**src/rtl/video_capture_rgb.sv**
```systemverilog
// Captures a run of blended pixels at a programmed (x,y) frame position
// into a first-word-fall-through FIFO for a consumer to drain.
module video_capture_rgb #(
   parameter int   FIFO_DEPTH = 16,
   parameter logic VSYNC_POL  = 1'b1
) (
   input  logic        clk,
   input  logic        reset_n_i,
   input  logic        vsync_i,
   input  logic        hsync_i,
   input  logic        dv_de_i,
   input  logic [11:0] rgb_i,
   input  logic        arm_i,
   input  logic        abort_i,
   input  logic [10:0] start_x_i,
   input  logic [10:0] start_y_i,
   input  logic [5:0]  count_i,
   output logic [11:0] rd_data_o,
   output logic        rd_valid_o,
   input  logic        rd_ready_i,
   output logic        busy_o,
   output logic        done_o,
   output logic        overflow_o
);
   localparam int AW = $clog2(FIFO_DEPTH);

   typedef enum logic [2:0] {IDLE, WAIT_FRAME, SEEK, CAPTURE, DONE} state_t;

   state_t        state, nxt;
   logic          de_q, vs_q, vs_act, vs_rise, de_fall;
   logic [10:0]   x, y, sx, sy;
   logic [5:0]    rem;
   logic          push, pop, wr_en, full, empty, arm_take;
   logic [AW:0]   wr_ptr, rd_ptr;
   logic [11:0]   mem [FIFO_DEPTH];

   // hsync carries no position information here; it is only observed.
   logic unused_hsync;
   assign unused_hsync = hsync_i;

   assign vs_act   = (vsync_i == VSYNC_POL);
   assign vs_rise  = vs_act && !vs_q;
   assign de_fall  = de_q && !dv_de_i;
   assign arm_take = (state == IDLE) && arm_i && (count_i != '0);

   assign empty = (wr_ptr == rd_ptr);
   assign full  = (wr_ptr[AW] != rd_ptr[AW]) && (wr_ptr[AW-1:0] == rd_ptr[AW-1:0]);
   assign pop   = !empty && rd_ready_i;
   // A full FIFO still accepts a push when the same cycle pops its head.
   assign wr_en = push && (!full || pop);

   assign rd_valid_o = !empty;
   assign rd_data_o  = empty ? 12'h000 : mem[rd_ptr[AW-1:0]];
   assign busy_o     = (state != IDLE);
   assign done_o     = (state == DONE);

   always_comb begin
      nxt  = state;
      push = 1'b0;
      case (state)
         IDLE:       if (arm_i) nxt = (count_i != '0) ? WAIT_FRAME : DONE;
         WAIT_FRAME: if (abort_i) nxt = DONE;
                     else if (vs_rise) nxt = SEEK;
         SEEK: begin
            if (abort_i) nxt = DONE;
            else if (dv_de_i && x == sx && y == sy) begin
               push = 1'b1;
               nxt  = CAPTURE;
            end
         end
         CAPTURE: begin
            // A capture ends at the line end without being flagged as short.
            if (abort_i || !dv_de_i || rem == '0) nxt = DONE;
            else begin
               push = 1'b1;
               if (rem == 6'd1) nxt = DONE;
            end
         end
         DONE:    nxt = IDLE;
         default: nxt = IDLE;
      endcase
   end

   always_ff @(posedge clk) begin
      if (!reset_n_i) begin
         state      <= IDLE;
         de_q       <= 1'b0;
         vs_q       <= 1'b0;
         x          <= '0;
         y          <= '0;
         sx         <= '0;
         sy         <= '0;
         rem        <= '0;
         wr_ptr     <= '0;
         rd_ptr     <= '0;
         overflow_o <= 1'b0;
      end else begin
         state <= nxt;
         de_q  <= dv_de_i;
         vs_q  <= vs_act;

         if (dv_de_i) begin
            if (x != 11'h7FF) x <= x + 11'd1;
         end else if (de_q) begin
            x <= '0;
         end

         if (vs_rise)                      y <= '0;
         else if (de_fall && y != 11'h7FF) y <= y + 11'd1;

         // Dropped pixels still consume the remaining count.
         if (arm_take) begin
            sx  <= start_x_i;
            sy  <= start_y_i;
            rem <= count_i;
         end else if (push) begin
            rem <= rem - 6'd1;
         end

         if (arm_take)                  overflow_o <= 1'b0;
         else if (push && full && !pop) overflow_o <= 1'b1;

         if (wr_en) wr_ptr <= wr_ptr + 1'b1;
         if (pop)   rd_ptr <= rd_ptr + 1'b1;
      end
   end

   always_ff @(posedge clk) begin
      if (wr_en) mem[wr_ptr[AW-1:0]] <= rgb_i;
   end

endmodule

```
**config.mk**
```make
export PLATFORM = sky130hd
export DESIGN_NAME = video_capture_rgb
export DESIGN_NICKNAME = d
export VERILOG_FILES = /design/src/rtl/video_capture_rgb.sv
export SDC_FILE = /design/constraint.sdc
export NUM_CORES = 1
export LEC_CHECK = 0
export BUFFER_PORTS_ARGS = -buffer_cell sky130_fd_sc_hd__clkbuf_2
export CAP_MARGIN = 20
export CORE_MARGIN = 3
export CORE_UTILIZATION = 60
export DETAILED_ROUTE_END_ITERATION = 10
export MAX_ROUTING_LAYER = met4
export PLACE_DENSITY_LB_ADDON = 0.15
export SKIP_CTS_REPAIR_TIMING = 1
export SYNTH_ARGS = -nofsm -noshare
export SYNTH_HDL_FRONTEND = slang
export SYNTH_SLANG_ARGS = --single-unit
```
**constraint.sdc**
```tcl
create_clock -name clk -period 6.78 [get_ports clk]
set_input_delay 1.017 -clock clk [delete_from_list [all_inputs] [get_ports clk]]
set_output_delay 1.017 -clock clk [all_outputs]
set_load 0.005 [all_outputs]
```
==> results.md, run 1 <==
- Register area share after synthesis: 66.9%
- YS warnings: 0
- Wirelength per Cell: 21.0 um
- FF-to-FF Start: y[3]
- Layout area overhead: 14.6%
- # IOs: 64
- Largest net degree at the start of global routing: 49
- Top-count cell post-synth: edfxtp_1
- WL final: 21400 um
- Net count reported at finish: 833
- Clock Path Buffers: 3
- Status: finished, final reports clean
- CP Launch Type: flop
- Hpwl dp: 13300 um
- DRT antenna net count: 0
- Crit-path cells: mux4_2, mux4_2, nor2b_1, clkbuf_2
- Sink Count: 262
- Die W: 140 um
- CTS tree: yes
- Maximum net fanout on the critical path: 48
- HP Start: sy[2]
- Period utilisation layout: 58.7%
- First-pass GRT wire length: 33900 um
- Setup CP Type: reg -> out
- Final setup TNS: 0 ns
- Drt via density: 6.02
- Area contributors post-synth: edfxtp_1 54%, dfxtp_1 13%, mux4_2 13%
- Fmax: 251 MHz
- Slowest-stage cell, CP: dfxtp_4
- Final setup viols: 0
- Initial DRC count: 391
- EDFF count, synth: 192
- Ant diodes: 0
- Fraction of layout cells with a size suffix above 1: 25.7%
- Delay of the slowest critical-path stage: 0.95 ns
- Req. time, crit path: 5.76 ns
- Primary FF master, synth: edfxtp_1
- Rows: 48
- Largest area contributor in the netlist: edfxtp_1
- Commonest cells in the netlist: 192 x edfxtp_1, 70 x dfxtp_1, 65 x nand2_1
- Final Skew: 0.0112 ns
- Hold Crit Class: reg -> reg
- Mapped Area: 10700 um^2
- Die area: 19500 um^2
- Max-cap violations: 0
- H-tree Lvls: 1
- Reg2reg setup slack: 3.54 ns
- CP Capture Type: output pin
- Core Region: 17400 um^2
- Endpoints failing hold: 0
- Final Non-Filler Cells: 1020
- #FFs+latches synth: 262
- Clock Latency Late Sink: 0.53 ns
- Post-synthesis async set-or-reset flop share: 0%
- PwrDens: 292 nW/um^2
- PortBufs: 62
- Min Tclk post-route: 3.98 ns
- Cells after DPL: 971
- Pwr Total: 3580 uW
- Die Y: 140 um
- Num CTS Buffers: 26
- DRT Pass-1 Iters: 5
- Routability cong.: 0.843
- Cell mode on critical path: mux4_2
- R2r worst-path depth: 7
- Placed Instance Area: 11300 um^2
- DRC viols: 0
- Via count: 6141
- Average cell area after synthesis: 15.3 um^2
- P_leak: 0.00411 uW
- Number of fill cells: 1131
- RR Endpoint: mem[10][11]
- Slew HR: 33.3%
- Worst-margin pin slew: 1.00 ns
- Number of global-route vias before repair: 6226
- Syn_nets: 756
- Worst VDD drop: 0.000237 V
- Reg clk slew, reported paths: 0.06 ns
- Hold path endpoint: sy[2]
- GRT Total Usage: 23.1%
- Initial antenna violation count: 0
- Hold Path Depth: 2
- Initial Utilization: 61.7%
- Crit path DAT: 2.96 ns
- Library cells used by synthesis: 51
- Synth Instances: 698
- Max-slew violations: 0
- Gr ovfl total: 0
- CTS Root Cell: clkbuf_16
- RSZ-0062 raised after global routing: no
- Final instance area: 12300 um^2
- Synth top area share: 53.9%
[registers in the layout (all words and copies together) (netlist names), named ones only]
name and cells:
overflow_o 1, y 11, rem 6, rd_ptr 5, state 3, sy 11
de_q 1, vs_q 1, mem 192, sx 11, x 11, wr_ptr 5
[layout by cell type (no fill, tap or decap), drive strengths merged, types with 13 or more instances in the layout]
cell / Yosys / layout
mux4: 60 / 60
o21ai: 13 / 13
a21oi: 31 / 31
nand2: 65 / 65
xor2: 18 / 18
nor2b: 14 / 14
nor2: 46 / 46
dfxtp: 70 / 70
edfxtp: 192 / 192
clkbuf: 24 / 93
xnor2: 30 / 30
nand3: 17 / 17
buf: 7 / 18
[worst max-delay path, delay by kind of cell (launching register included)]
| kind | cells | cell delay (ns) |
|---|---|---|
| buf+inv | 1 | 0.13 |
| flops | 1 | 0.95 |
| mux | 2 | 1.10 |
| simple gates | 1 | 0.17 |
[area by class of cell]
class                           count  area [um^2]  share of cell area [%]
Inverter                           10         37.5                   0.306
Multi-Input combinational cell    395         3400                    27.7
Timing Repair Buffer               80          453                    3.69
Tap cell                          225          282                    2.30
Clock buffer                       31          721                    5.88
Clock inverter                     17          198                    1.61
Sequential cell                   262         7170                    58.5
[logic make-up (layout without fill, tap and decap cells)]
kind of cell | Yosys count | in the layout | share of synthesized area, %
flip-flops | 262 | 262 | 66.9
AND/OR/NAND/NOR | 205 | 205 | 9.44
AO/OA/AOI/OAI | 67 | 67 | 3.80
multiplexers | 65 | 65 | 13.1
XOR/XNOR | 48 | 48 | 4.00
buffers and inverters | 41 | 138 | 1.55
adder cells (fa/ha/maj) | 10 | 10 | 1.17
[where the power goes]
group          internal, uW  total, uW  switching [uW]  leakage, uW
Sequential             1760       1800            42.3      0.00230
Clock                   912       1500             588     0.000456
Combinational           116        283             167      0.00136
[layer usage]
metal  share of wire [%]  global-route usage [%]  wire length [um]  up-vias
li1                    -                       -                 -     2826
met1                  40                    29.6              8530     3067
met2                  52                    39.1             11100      206
met5                   0                       -                 0        -
met3                 5.8                    3.13              1240       42
met4                 2.6                    7.14               547        0
[stage by stage]
stage	utilization, %	worst slack (ns)	hold slack, ns
final	70.7	2.80	0.469
after global routing	70.7	2.63	0.485
after CTS	70.6	2.74	0.471
after detailed placement	65.3	3.10	0.462
after global placement	65.3	3.18	0.460
after floorplan	-	3.15	0.448
[how the worst max path moves through the flow]
stage                     slack (ns)            to    start
after CTS                       2.74  rd_data_o[0]     flop
after floorplan                 3.15     mem[3][0]  dv_de_i
after detailed placement        3.10    mem[10][6]  dv_de_i
final                           2.80  rd_data_o[1]     flop
after global routing            2.63  rd_data_o[0]     flop
after global placement          3.18    mem[10][5]  dv_de_i
(Power assumes the default switching activity.)
==> run 2, diff against run 1 <==
==> constraint.sdc (replaced) <==
create_clock -name clk -period 3.9 [get_ports clk]
set_input_delay 0.585 -clock clk [delete_from_list [all_inputs] [get_ports clk]]
set_output_delay 0.585 -clock clk [all_outputs]
set_load 0.005 [all_outputs]
==> results.md, run 2 (synthesized netlist as in run 1, its figures left out) <==
- Status: finished, final reports clean (unchanged)
- Crit-path cells: buf_12, mux4_2, mux4_2, nor2b_1, clkbuf_2 (was mux4_2, mux4_2, nor2b_1, clkbuf_2)
- Req. time, crit path: 3.31 ns (was 5.76 ns)
- Most common cell after layout, fill and taps aside: edfxtp_1 (unchanged)
- HP Start: start_y_i[1] (was sy[2])
- Number of global-route vias before repair: 6230 (was 6226)
- Routing usage on met1: 29.0% (was 29.6%)
- Pwr Total: 6050 uW (was 3580 uW)
- DRC viols: 0 (unchanged)
- CP Capture Type: output pin (unchanged)
- Worst-margin pin slew: 0.866 ns (was 1.00 ns)
- FF-to-FF Start: y[3] (unchanged)
- Net count reported at finish: 837 (was 833)
- Reg2reg setup slack: 0.97 ns (was 3.54 ns)
- Routability cong.: 0.851 (was 0.843)
- Layout area overhead: 14.3% (was 14.6%)
- # IOs: 64 (unchanged)
- Hold Path Depth: 3 (was 2)
- Hold path endpoint: sy[1] (was sy[2])
- Hold Crit Class: in -> reg (was reg -> reg)
- Num CTS Buffers: 26 (unchanged)
- Fmax: 295 MHz
- DRT Pass-1 Iters: 5 (unchanged)
- GRT Total Usage: 23.5% (was 23.1%)
- CTS tree: yes (unchanged)
- Reg clk slew, reported paths: 0.06 ns (about the same)
- Endpoints failing hold: 0 (unchanged)
- CP Launch Type: flop (unchanged)
- M2 GR Usage: 41.0% (was 39.1%)
- Max-slew violations: 0 (unchanged)
- DRT antenna net count: 0 (unchanged)
- Placed Instance Area: 11400 um^2 (was 11300 um^2)
- Min Tclk post-route: 3.38 ns
- Setup CP Type: reg -> out (unchanged)
- Top Family by Delay on Critical Path: multiplexers (unchanged)
- Die W: 140 um (unchanged)
- Reg area: 7170 um^2 (unchanged)
- Initial DRC count: 438 (was 391)
- Slew HR: 42.2% (was 33.3%)
- Maximum net fanout on the critical path: 25 (was 48)
- Drt via density: 5.95 (was 6.02)
- Max-cap violations: 0 (unchanged)
- Ant diodes: 0 (unchanged)
- PortBufs: 62 (unchanged)
- Pre-CTS WS: 0.944 ns (was 3.10 ns)
- Delay of the slowest critical-path stage: 0.68 ns (was 0.95 ns)
- Worst VDD drop: 0.000360 V (was 0.000237 V)
- Final worst slack: 0.516 ns (was 2.80 ns)
- Global Route met3 Usage: 3.30% (was 3.13%)
- Initial antenna violation count: 0 (unchanged)
- H-tree Lvls: 1 (unchanged)
- Util after Layout: 70.5% (was 70.7%)
- Rows: 48 (unchanged)
- P_leak: 0.00408 uW (was 0.00411 uW)
- First-pass GRT wire length: 34600 um (was 33900 um)
- Multi-input logic area: 3400 um^2 (about the same)
- WL final: 21900 um (was 21400 um)
- Final Skew: 0.0119 ns (was 0.0112 ns)
- Number of fill cells: 1144 (was 1131)
- Die Y: 140 um (unchanged)
- Largest net degree at the start of global routing: 48 (was 49)
- PwrDens: 495 nW/um^2 (was 292 nW/um^2)
- Die area: 19500 um^2 (unchanged)
- Fraction of layout cells with a size suffix above 1: 24.2% (was 25.7%)
- Busiest grt layer: met2 (unchanged)
- Sink Count: 262 (unchanged)
- Gr ovfl total: 0 (unchanged)
- RSZ-0062 raised after global routing: no (unchanged)
- Initial Utilization: 61.7% (unchanged)
- Hpwl dp: 13300 um (about the same)
- CTS Root Cell: clkbuf_16 (unchanged)
- Clock Latency Late Sink: 0.52 ns (was 0.53 ns)
- Final instance area: 12200 um^2 (was 12300 um^2)
- Cell mode on critical path: mux4_2 (unchanged)
- Crit path DAT: 2.80 ns (was 2.96 ns)
- Wirelength per Cell: 21.4 um (was 21.0 um)
- CP bufs+invs: 2 (was 1)
- Via count: 6092 (was 6141)
- Most frequent cells in the layout: 192 x edfxtp_1, 68 x dfxtp_1, 65 x nand2_1, 62 x clkbuf_2, 60 x mux4_2 (unchanged)
- Final setup TNS: 0 ns (unchanged)
- Clock Path Buffers: 3 (unchanged)
- RR Endpoint: mem[14][6] (was mem[10][11])
- R2r worst-path depth: 7 (unchanged)
- Final setup viols: 0 (unchanged)
- Slowest-stage cell, CP: dfxtp_4 (unchanged)
- Period utilisation layout: 86.8%
- Max FFs per register: 192 (unchanged)
- Core Region: 17400 um^2 (unchanged)
-- run 2: cell types whose count changed in the layout (fill, tap and decap cells not counted), sizes merged --
cell,previous run,this run
buf,18,22
bufinv,4,3
clkbuf,93,94
clkinv,11,12
clkinvlp,2,1
-- run 2: worst reg2reg max path, delay by kind of cell (launching register included) --
kind | cells | cell delay, ns
compound gates | 1 | 0.29
simple gates | 4 | 1.37
buf+inv | 1 | 0.32
xor+xnor | 1 | 0.27
flops | 1 | 0.35
-- run 2: through the flow --
step,instances,hold WS (ns)
2_1_floorplan,698,0.448
3_5_place_dp,976,0.461
6_report,1024,0.287
3_3_place_gp,976,0.459
5_1_grt,1024,0.283
4_1_cts,1024,0.274
-- run 2: routing by layer --
metal / part of all wire [%] / up-vias
li1: - / 2824
met1: 38 / 3018
met2: 53 / 207
met3: 5.8 / 43
met4: 2.9 / 0
met5: 0 / -
-- run 2: layout make-up --
| class | instances | share of cell area [%] |
|---|---|---|
| Clock buffer | 32 | 5.68 |
| Tap cell | 225 | 2.30 |
| Multi-Input combinational cell | 395 | 27.8 |
| Timing Repair Buffer | 84 | 4.09 |
| Clock inverter | 16 | 1.19 |
| Sequential cell | 262 | 58.6 |
| Inverter | 10 | 0.307 |
-- run 2: power breakdown --
part	switching [uW]	leakage, uW	internal (uW)
combinational	287	0.00138	196
clock	981	0.000405	1450
sequential	72.8	0.00230	3060
total	1340	0.00408	4710
-- run 2: worst max path at each step --
stage                       start       endpoint  slack (ns)  cells past startpoint
final                        flop  rd_data_o[10]        0.52                      5
after detailed placement  dv_de_i     mem[14][4]        0.94                      7
after floorplan           dv_de_i      mem[3][0]        0.71                      7
after global routing         flop  rd_data_o[10]        0.35                      5
after global placement    dv_de_i     mem[14][4]        0.97                      7
after CTS                    flop  rd_data_o[10]        0.46                      5
